===== src/rtl/rof_pkg.sv =====
// Shared types and sizing helpers for the rank-order filter line feeder.
package rof_pkg;

  typedef enum logic [1:0] {
    PRE  = 2'd0,
    RUN  = 2'd1,
    POST = 2'd2
  } state_t;

  // Half window: number of replicated pad samples at each line end.
  function automatic int calc_h(input int n);
    return (n - 1) / 2;
  endfunction

  // pad_cnt reaches H at the end of the leading pads.
  function automatic int pad_w(input int n);
    return (calc_h(n) < 2) ? 1 : $clog2(calc_h(n) + 1);
  endfunction

  // sh_cnt saturates at N-1.
  function automatic int sh_w(input int n);
    return $clog2(n);
  endfunction

endpackage


===== src/rtl/rof_out_buf.sv =====
// Two-entry result FIFO; each entry carries a data word plus its last flag.
module rof_out_buf #(
  parameter int W = 9
) (
  input  logic         clk,
  input  logic         rst,
  input  logic         push,
  input  logic [W-1:0] push_data,
  input  logic         pop,
  output logic [W-1:0] head,
  output logic         empty,
  output logic [1:0]   count
);

  logic [W-1:0] mem [2];
  logic         wr_ptr;
  logic         rd_ptr;
  logic [1:0]   cnt;
  logic         do_push;
  logic         do_pop;

  assign do_pop  = pop & (cnt != 2'd0);
  assign do_push = push & ((cnt != 2'd2) | do_pop);

  always_ff @(posedge clk or posedge rst) begin
    if (rst) begin
      mem[0] <= '0;
      mem[1] <= '0;
      wr_ptr <= 1'b0;
      rd_ptr <= 1'b0;
      cnt    <= 2'd0;
    end else begin
      if (do_push) begin
        mem[wr_ptr] <= push_data;
        wr_ptr      <= ~wr_ptr;
      end
      if (do_pop) rd_ptr <= ~rd_ptr;
      cnt <= cnt + {1'b0, do_push} - {1'b0, do_pop};
    end
  end

  assign head  = mem[rd_ptr];
  assign empty = (cnt == 2'd0);
  assign count = cnt;

endmodule


===== src/rtl/rof_line_feeder.sv =====
// Feeds line samples (with edge-replication padding) into the rank-order filter
// and returns one filter result per input sample on a valid/ready stream.
module rof_line_feeder
  import rof_pkg::*;
#(
  parameter int N         = 7,
  parameter int DATA_BITS = 8
) (
  input  logic                 clk,
  input  logic                 rst,
  input  logic                 s_valid,
  output logic                 s_ready,
  input  logic [DATA_BITS-1:0] s_data,
  input  logic                 s_last,
  output logic                 f_shift,
  output logic [DATA_BITS-1:0] f_new,
  input  logic [DATA_BITS-1:0] f_out,
  output logic                 m_valid,
  input  logic                 m_ready,
  output logic [DATA_BITS-1:0] m_data,
  output logic                 m_last
);

  localparam int H  = calc_h(N);
  localparam int PW = pad_w(N);
  localparam int SW = sh_w(N);
  localparam logic [PW-1:0] PAD_LAST = PW'(H - 1);
  localparam logic [SW-1:0] SH_MAX   = SW'(N - 1);

  state_t               state;
  state_t               state_nxt;
  logic [PW-1:0]        pad_cnt;
  logic [SW-1:0]        sh_cnt;
  logic [DATA_BITS-1:0] last_reg;
  logic                 cap_pend;
  logic                 cap_last;
  logic [1:0]           buf_count;
  logic                 buf_empty;
  logic [DATA_BITS:0]   head;
  logic                 pop;
  logic                 can_shift;
  logic                 producing;
  logic                 room;
  logic                 final_shift;

  // Both streams transfer on a clock edge where valid and ready are both high;
  // ready never depends on the same stream's valid except in RUN, where the
  // input pop and the filter shift are one event.
  assign pop         = m_valid & m_ready;
  assign producing   = (sh_cnt == SH_MAX);
  assign can_shift   = ({1'b0, buf_count} + {2'b00, cap_pend}) <= (3'd1 + {2'b00, pop});
  assign room        = ~producing | can_shift;
  assign final_shift = (state == POST) && (pad_cnt == PAD_LAST);

  always_comb begin
    state_nxt = state;
    s_ready   = 1'b0;
    f_shift   = 1'b0;
    f_new     = s_data;
    case (state)
      PRE: begin
        f_shift = s_valid;
        if (f_shift && pad_cnt == PAD_LAST) state_nxt = RUN;
      end
      RUN: begin
        s_ready = s_valid & room;
        f_shift = s_valid & room;
        if (f_shift && s_last) state_nxt = POST;
      end
      POST: begin
        f_new   = last_reg;
        f_shift = room;
        if (f_shift && final_shift) state_nxt = PRE;
      end
      default: state_nxt = PRE;
    endcase
    // Outputs must read as idle for the whole time reset is held.
    if (rst) begin
      s_ready = 1'b0;
      f_shift = 1'b0;
      f_new   = '0;
    end
  end

  always_ff @(posedge clk or posedge rst) begin
    if (rst) begin
      state    <= PRE;
      pad_cnt  <= '0;
      sh_cnt   <= '0;
      cap_pend <= 1'b0;
      cap_last <= 1'b0;
      last_reg <= '0;
    end else begin
      state    <= state_nxt;
      cap_pend <= f_shift & producing;
      cap_last <= f_shift & producing & final_shift;
      if (f_shift) begin
        case (state)
          PRE:  pad_cnt <= pad_cnt + PW'(1);
          RUN: begin
            if (s_last) begin
              pad_cnt  <= '0;
              last_reg <= s_data;
            end
          end
          POST: pad_cnt <= pad_cnt + PW'(1);
          default: pad_cnt <= '0;
        endcase
        if (!producing) sh_cnt <= sh_cnt + SW'(1);
        if (final_shift) begin
          sh_cnt  <= '0;
          pad_cnt <= '0;
        end
      end
    end
  end

  // The filter result is valid the cycle after a producing shift.
  rof_out_buf #(
    .W(DATA_BITS + 1)
  ) u_buf (
    .clk       (clk),
    .rst       (rst),
    .push      (cap_pend),
    .push_data ({cap_last, f_out}),
    .pop       (pop),
    .head      (head),
    .empty     (buf_empty),
    .count     (buf_count)
  );

  assign m_valid = ~buf_empty;
  assign m_data  = head[DATA_BITS-1:0];
  assign m_last  = head[DATA_BITS] & m_valid;

endmodule

===== config.mk =====
export PLATFORM = sky130hd
export DESIGN_NAME = rof_line_feeder
export DESIGN_NICKNAME = d
export VERILOG_FILES = /design/src/rtl/rof_pkg.sv /design/src/rtl/rof_out_buf.sv /design/src/rtl/rof_line_feeder.sv
export SDC_FILE = /design/constraint.sdc
export NUM_CORES = 1
export LEC_CHECK = 0
export ABC_CLOCK_PERIOD_IN_PS = 3100
export CAP_MARGIN = 20
export CORE_UTILIZATION = 50
export DETAILED_ROUTE_END_ITERATION = 8
export PLACE_DENSITY = 0.78
export SETUP_SLACK_MARGIN = 0.05
export SLEW_MARGIN = 20
export SYNTH_ARGS = -nofsm -noshare
export SYNTH_HDL_FRONTEND = slang
export SYNTH_SLANG_ARGS = --single-unit
export TNS_END_PERCENT = 10

===== constraint.sdc =====
create_clock -name clk -period 3.1 [get_ports clk]
set_clock_uncertainty 0.05 [all_clocks]
set_input_delay 0.62 -clock clk [delete_from_list [all_inputs] [get_ports clk]]
set_output_delay 0.62 -clock clk [all_outputs]
set_load 0.1 [all_outputs]

### Yosys cells after proc, flatten, opt, wreduce, memory -nomap -nowiden

Cells that the tools add are included.

| word-level totals | value |
|---|---|
| register bits | 39 |
| input bits | 21 |
| output and inout bits | 20 |
| logic and storage cells | 80 |

| cells by class | value |
|---|---|
| add/subtract/negate cells | 6 |
| magnitude comparators | 4 |
| equality and inequality tests | 10 |
| mux-type cells | 21 |
| bitwise logic cells | 15 |
| reductions and logical operators | 13 |

Operator list:

| kind | count |
|---|---|
| two-way mux 9 bit | 4 |
| bitwise mux 18 bit | 1 |
| two-way mux 8 bit | 2 |
| two-way mux 2 bit | 5 |
| demux 9 bit (select 1 bit) | 1 |
| bitwise AND 1 bit | 7 |
| two-way mux 3 bit | 2 |
| inequality test 2 bit, second input constant | 3 |
| one-hot mux 2 bit (3 select lines) | 1 |
| AND reduction 3 bit | 2 |
| logical AND 1 bit | 5 |
| == test 2 bit, second input constant | 2 |
| >= comparator 2 bit, second input constant | 2 |
| zero test 2 bit | 2 |
| inequality test 2 x 1 -> 1 bit, second input constant | 2 |
| inverter 1 bit | 4 |
| inverter 1 -> 2 bit | 2 |
| one-hot mux 2 bit (2 select lines) | 1 |
| AND reduction 2 bit | 2 |
| adder 2 x 1 -> 3 bit | 1 |
| adder 3 x 1 -> 3 bit, second input constant | 1 |
| == test 3 bit, second input constant | 1 |
| less-or-equal comparator 3 x 2 -> 1 bit | 1 |
| two-way mux 1 bit | 3 |
| 11 further kinds | 12 |

### Depth between registers and ports, before layout

| depth | value |
|---|---|
| word-level depth | 11 |
| gate-level depth with buffers | 10 |
| gate-level depth less buffers | 9 |

### By module

From an unflattened synthesis, not the netlist that was laid out.

| unflattened totals | value |
|---|---|
| cell total of the unflattened synthesis | 188 |
| area total of the unflattened synthesis | 2,160.8 um^2 |

Modules (own cells, without submodules):

| module | times used | cells each | area each (um^2) | sequential area each (um^2) |
|---|---|---|---|---|
| rof_line_feeder | 1 | 119 | 1,158.6 | 425.4 |
| rof_out_buf | 1 | 69 | 1,002.2 | 550.5 |

### Worst setup path after synthesis

No wires, ideal clock.

| timing | value |
|---|---|
| path type | reg2out |
| start | reg u_buf.cnt[1], in the netlist u_buf.count[1] |
| end | out s_ready |
| arrival | 3.368 ns |
| data required time | 2.430 ns |
| slack | -0.938 ns |
| stages on the path, launching flop included | 10 |
| buffers on the path | 1 |
| cell sequence | dfrtp_1 inv_1 nand2_1 nand2_1 inv_1 fa_1 nor3b_1 or3_1 buf_6 and3_1 |

| between the ends | value |
|---|---|
| word-level cells in the longest chain between the ends | 9 |
| elaborated cells between the ends (all ways) | 10 |
| classes of those cells | 2 x add/sub; 1 x order compare; 2 x mux; 4 x bitwise; 1 x reduce/logical |

Ends and longest elaborated chain:

| what | RTL line | source |
|---|---|---|
| from (decl) | rof_out_buf.sv:18 | `logic [1:0] cnt;` |
| from (signal assigned) | rof_out_buf.sv:38 | `cnt <= cnt + {1'b0, do_push} - {1'b0, do_pop};` |
| zero test 2 bit | rof_out_buf.sv:43 | `assign empty = (cnt == 2'd0);` |
| inverter 1 bit | rof_line_feeder.sv:132 | `assign m_valid = ~buf_empty;` |
| named net m_valid | rof_line_feeder.sv:18 | `output logic m_valid,` |
| bitwise AND 1 bit | rof_line_feeder.sv:49 | `assign pop = m_valid & m_ready;` |
| adder 1 x 1 -> 2 bit | rof_line_feeder.sv:51 | `assign can_shift = ({1'b0, buf_count} + {2'b00, cap_pend}) <= (3'd1 + {2'b00, pop});` |
| less-or-equal comparator 3 x 2 -> 1 bit | rof_line_feeder.sv:51 |  |
| OR 1 bit | rof_line_feeder.sv:52 | `assign room = ~producing \| can_shift;` |
| bitwise AND 1 bit | rof_line_feeder.sv:66 | `s_ready = s_valid & room;` |
| two-way mux 1 bit | rof_line_feeder.sv:60 | `case (state)` |
| two-way mux 1 bit | rof_line_feeder.sv:78 | `if (rst) begin` |
| to (decl) | rof_line_feeder.sv:12 | `output logic s_ready,` |

The timed path passes the listed nets, and every way through them passes these cells.

### Worst setup path after layout

| timing | value |
|---|---|
| start | reg u_buf.cnt[0], in the netlist u_buf.count[0] |
| end | out f_shift |

| between the ends | value |
|---|---|
| word-level cells in the longest chain between the ends | 9 |
| elaborated cells between the ends (all ways) | 10 |
| classes of those cells | 2 x add/sub; 1 x order compare; 2 x mux; 4 x bitwise; 1 x reduce/logical |

Ends and longest elaborated chain:

| what | RTL line | source |
|---|---|---|
| zero test 2 bit | rof_out_buf.sv:43 |  |
| inverter 1 bit | rof_line_feeder.sv:132 |  |
| bitwise AND 1 bit | rof_line_feeder.sv:49 |  |
| adder 1 x 1 -> 2 bit | rof_line_feeder.sv:51 |  |
| less-or-equal comparator 3 x 2 -> 1 bit * | rof_line_feeder.sv:51 |  |
| OR 1 bit * | rof_line_feeder.sv:52 |  |
| bitwise AND 1 bit | rof_line_feeder.sv:67 | `f_shift = s_valid & room;` |
| one-hot mux 1 bit (3 select lines) * | rof_line_feeder.sv:60 |  |
| two-way mux 1 bit * | rof_line_feeder.sv:78 |  |
| to (decl) | rof_line_feeder.sv:15 | `output logic f_shift,` |

Mark *: on every way between the ends. The rest lies on a longest branch, timed or not.

==> flow_summary_export.csv <==
group,metric,value,unit
grt,grt_pass1_wl,6.89,mm
final_layout,largest_reg_flops,18,
grt,grt_max_degree,41,
yosys,ys_warn_count,0,
yosys,syn_area,2030,um^2
cts,cts_buffer_depth,2,
sta,fmax,308,MHz
yosys,postSynth.asyncResetShare,100,%
worst_setup_path,critPathMaxStageDelay,0.46,ns
sta,setup_ws,-0.148,ns
worst_setup_path,reg2reg_setup_slack,0.41,ns
sta,period_share,105,%
cts,h-tree-depth,2,
sta,relSlewSlack,67.6,%
final_layout,fin_nets,258,
final_layout,final_common_cell,"dfrtp_1",
cts,cts_sinks,39,
cts,clockRootBuffer,"clkbuf_8",
routing,postRouteAntennaNets,0,
sta,finalMaxSlewViolations,0,
place,gp_congestion,0.895,
yosys,synth-edff-count,0,
sta,rsz0062_at_grt,"yes",
worst_setup_path,crit_type,"reg -> out",
worst_setup_path,start_kind,"flip-flop",
worst_setup_path,crit_path_top_delay_cell,"fa_1",
place,numPortBuffers,40,
final_layout,area_growth,36.8,%
sta,setup_viol,2,
worst_setup_path,crit_buf_inv,4,
outcome,run_status,"complete, but fails checks",
yosys,synthMuxAreaShare,20.4,%
die,dieArea,4320,um^2
worst_setup_path,r2r_start,"u_buf.count[0]",
yosys,synth_adder_area_share,5.91,%
routing,drc,0,
final_layout,drive_gt1_share,39.3,%
sta,worst_pin_slew,0.486,ns
worst_setup_path,crit_path_cell_trace,"inv_2, nand2_8, nand2_4, inv_4, fa_1, o31a_1, o32a_4, o21ai_4, clkinvlp_4, buf_12",
die,row_count,22,
cts,cts_buffers,5,
routing,avgRoutedWirePerCell,14.8,um
grt,grt_pass1_vias,1545,
worst_setup_path,worstSetupEndpointType,"output pin",
die,initial_utilization,53.9,%
final_layout,final_cell_mix,"dfrtp_1 (38), mux2_2 (36), buf_4 (20)",
worst_setup_path,arrival,2.58,ns
yosys,syn_nets,207,
yosys,synth-seq-cells,39,
yosys,syn_inst,177,
cts,ctsHoldBuffers,0,
routing,vias,1532,
yosys,ys_types,36,
yosys,synth.avg_cell_area,11.5,um^2
place,dpl.hpwl,2.98,mm
yosys,synth_xor_area_share,1.72,%
sta,layout_min_cycle_time,3.25,ns
grt,overflow,0,
die,coreArea,3770,um^2
yosys,synthSimpleGateAreaFrac,10.5,%
sta,fin_setup_tns,-0.245,ns
worst_hold_path,worstHoldStart,"u_buf.mem[7]",
final_layout,n_fill_cell,241,
die,die_h,65.8,um
cts,cts_tree,"done",
yosys,ys_seq_area_share,48.0,%
worst_setup_path,crit_family,"compound AO/OA/AOI/OAI gates",
grt,gr-usage-all-layers,21.5,%
outcome,violations,"negative setup slack",
routing,drt_iter0_markers,48,
worst_hold_path,hold_path_class,"reg -> reg",
worst_setup_path,r2r_end,"last_reg[6]",
final_layout,antenna_cells,0,
sta,hold_viol,0,
worst_setup_path,critPathMaxFanout,3,
worst_setup_path,reg2reg_depth,10,
cts,clk_pin_slew,0.08,ns
yosys,synth_compound_area_share,9.42,%
worst_setup_path,cp.required,2.43,ns
yosys,synth_ff_type,"dfrtp_1",
routing,drt_wl_total,4.10,mm
worst_hold_path,hold_depth,1,
worst_hold_path,hold_end,"u_buf.mem[7]",
yosys,synth_top_family_by_area,"multiplexers",
cts,clock_latency,0.29,ns
routing,vias_per_cell,5.53,
flow_run,maxCapViolations,0,
grt,antenna_found_initial,0,
die,boundaryPins,41,
routing,dr.pass1.iters,4,
die,die-width,65.8,um
## layer usage
layer | vias up | share of wire [%] | global-route usage [%] | wire [um]
li1 | 723 | - | - | -
met1 | 748 | 43 | 26.8 | 1750
met2 | 56 | 50 | 34.7 | 2060
met3 | 5 | 5.7 | 6.60 | 233
met4 | 0 | 1.2 | 8.42 | 48
met5 | - | 0 | 0 | 0
## cell type report
type | instances | area (um^2) | share of cell area, %
Clock buffer | 5 | 68.8 | 2.48
Clock inverter | 3 | 43.8 | 1.58
Inverter | 13 | 60.1 | 2.16
Multi-Input combinational cell | 119 | 1020 | 36.7
Sequential cell | 39 | 977 | 35.2
Tap cell | 48 | 60.1 | 2.16
Timing Repair Buffer | 50 | 551 | 19.8
## metrics by stage
stage | hold slack [ns] | worst slack, ns | cell area (um^2) | std cells | util (%)
2_1_floorplan | 0.424 | -0.135 | 2080 | 177 | -
3_3_place_gp | 0.430 | -0.345 | 2640 | 267 | 70.1
3_5_place_dp | 0.439 | -0.383 | 2640 | 267 | 70.1
4_1_cts | 0.459 | -0.158 | 2770 | 276 | 73.4
5_1_grt | 0.473 | -0.238 | 2780 | 277 | 73.7
6_report | 0.458 | -0.148 | 2780 | 277 | 73.7
## how the worst max path moves through the flow
stage | startpoint | end | slack, ns | cells after the start
3_5_place_dp | m_ready | f_shift | -0.38 | 9
5_1_grt | u_buf.count[0] | f_shift | -0.24 | 10
4_1_cts | u_buf.count[1] | f_shift | -0.16 | 10
3_3_place_gp | m_ready | f_shift | -0.34 | 9
6_report | u_buf.count[0] | f_shift | -0.15 | 10
2_1_floorplan | u_buf.count[1] | f_shift | -0.14 | 9
## kinds of logic after synthesis
family,count (synthesis)
adder cells (fa/ha/maj),9
flip-flops,39
AND/OR/NAND/NOR,42
multiplexers,37
buffers and inverters,19
AO/OA/AOI/OAI,27
XOR/XNOR,4
## what timing repair did
| item | CTS | global route |
|---|---|---|
| setup buffers | 1 | 1 |
| resized for setup | 4 | 2 |
| cloned | 0 | 0 |
| endpoints found under the setup margin | 2 | 2 |
## Yosys cell counts (all sizes together), types with 2 or more instances
cell type	n	area, um^2
dfrtp	39	976
mux2	36	405
nand2	22	85.1
inv	13	48.8
a21oi	12	60.1
ha	8	100
nor2	5	21.3
nor3	4	20.0
xnor2	4	35.0
buf	3	21.3
clkbuf	3	11.3
o31ai	3	27.5
nand2b	2	12.5
nor2b	2	12.5
nor3b	2	15.0
o21ai	2	17.5
o41ai	2	17.5
Power is not shown: default switching activity piles up to over one toggle a cycle in this logic, so the estimate is an artifact.
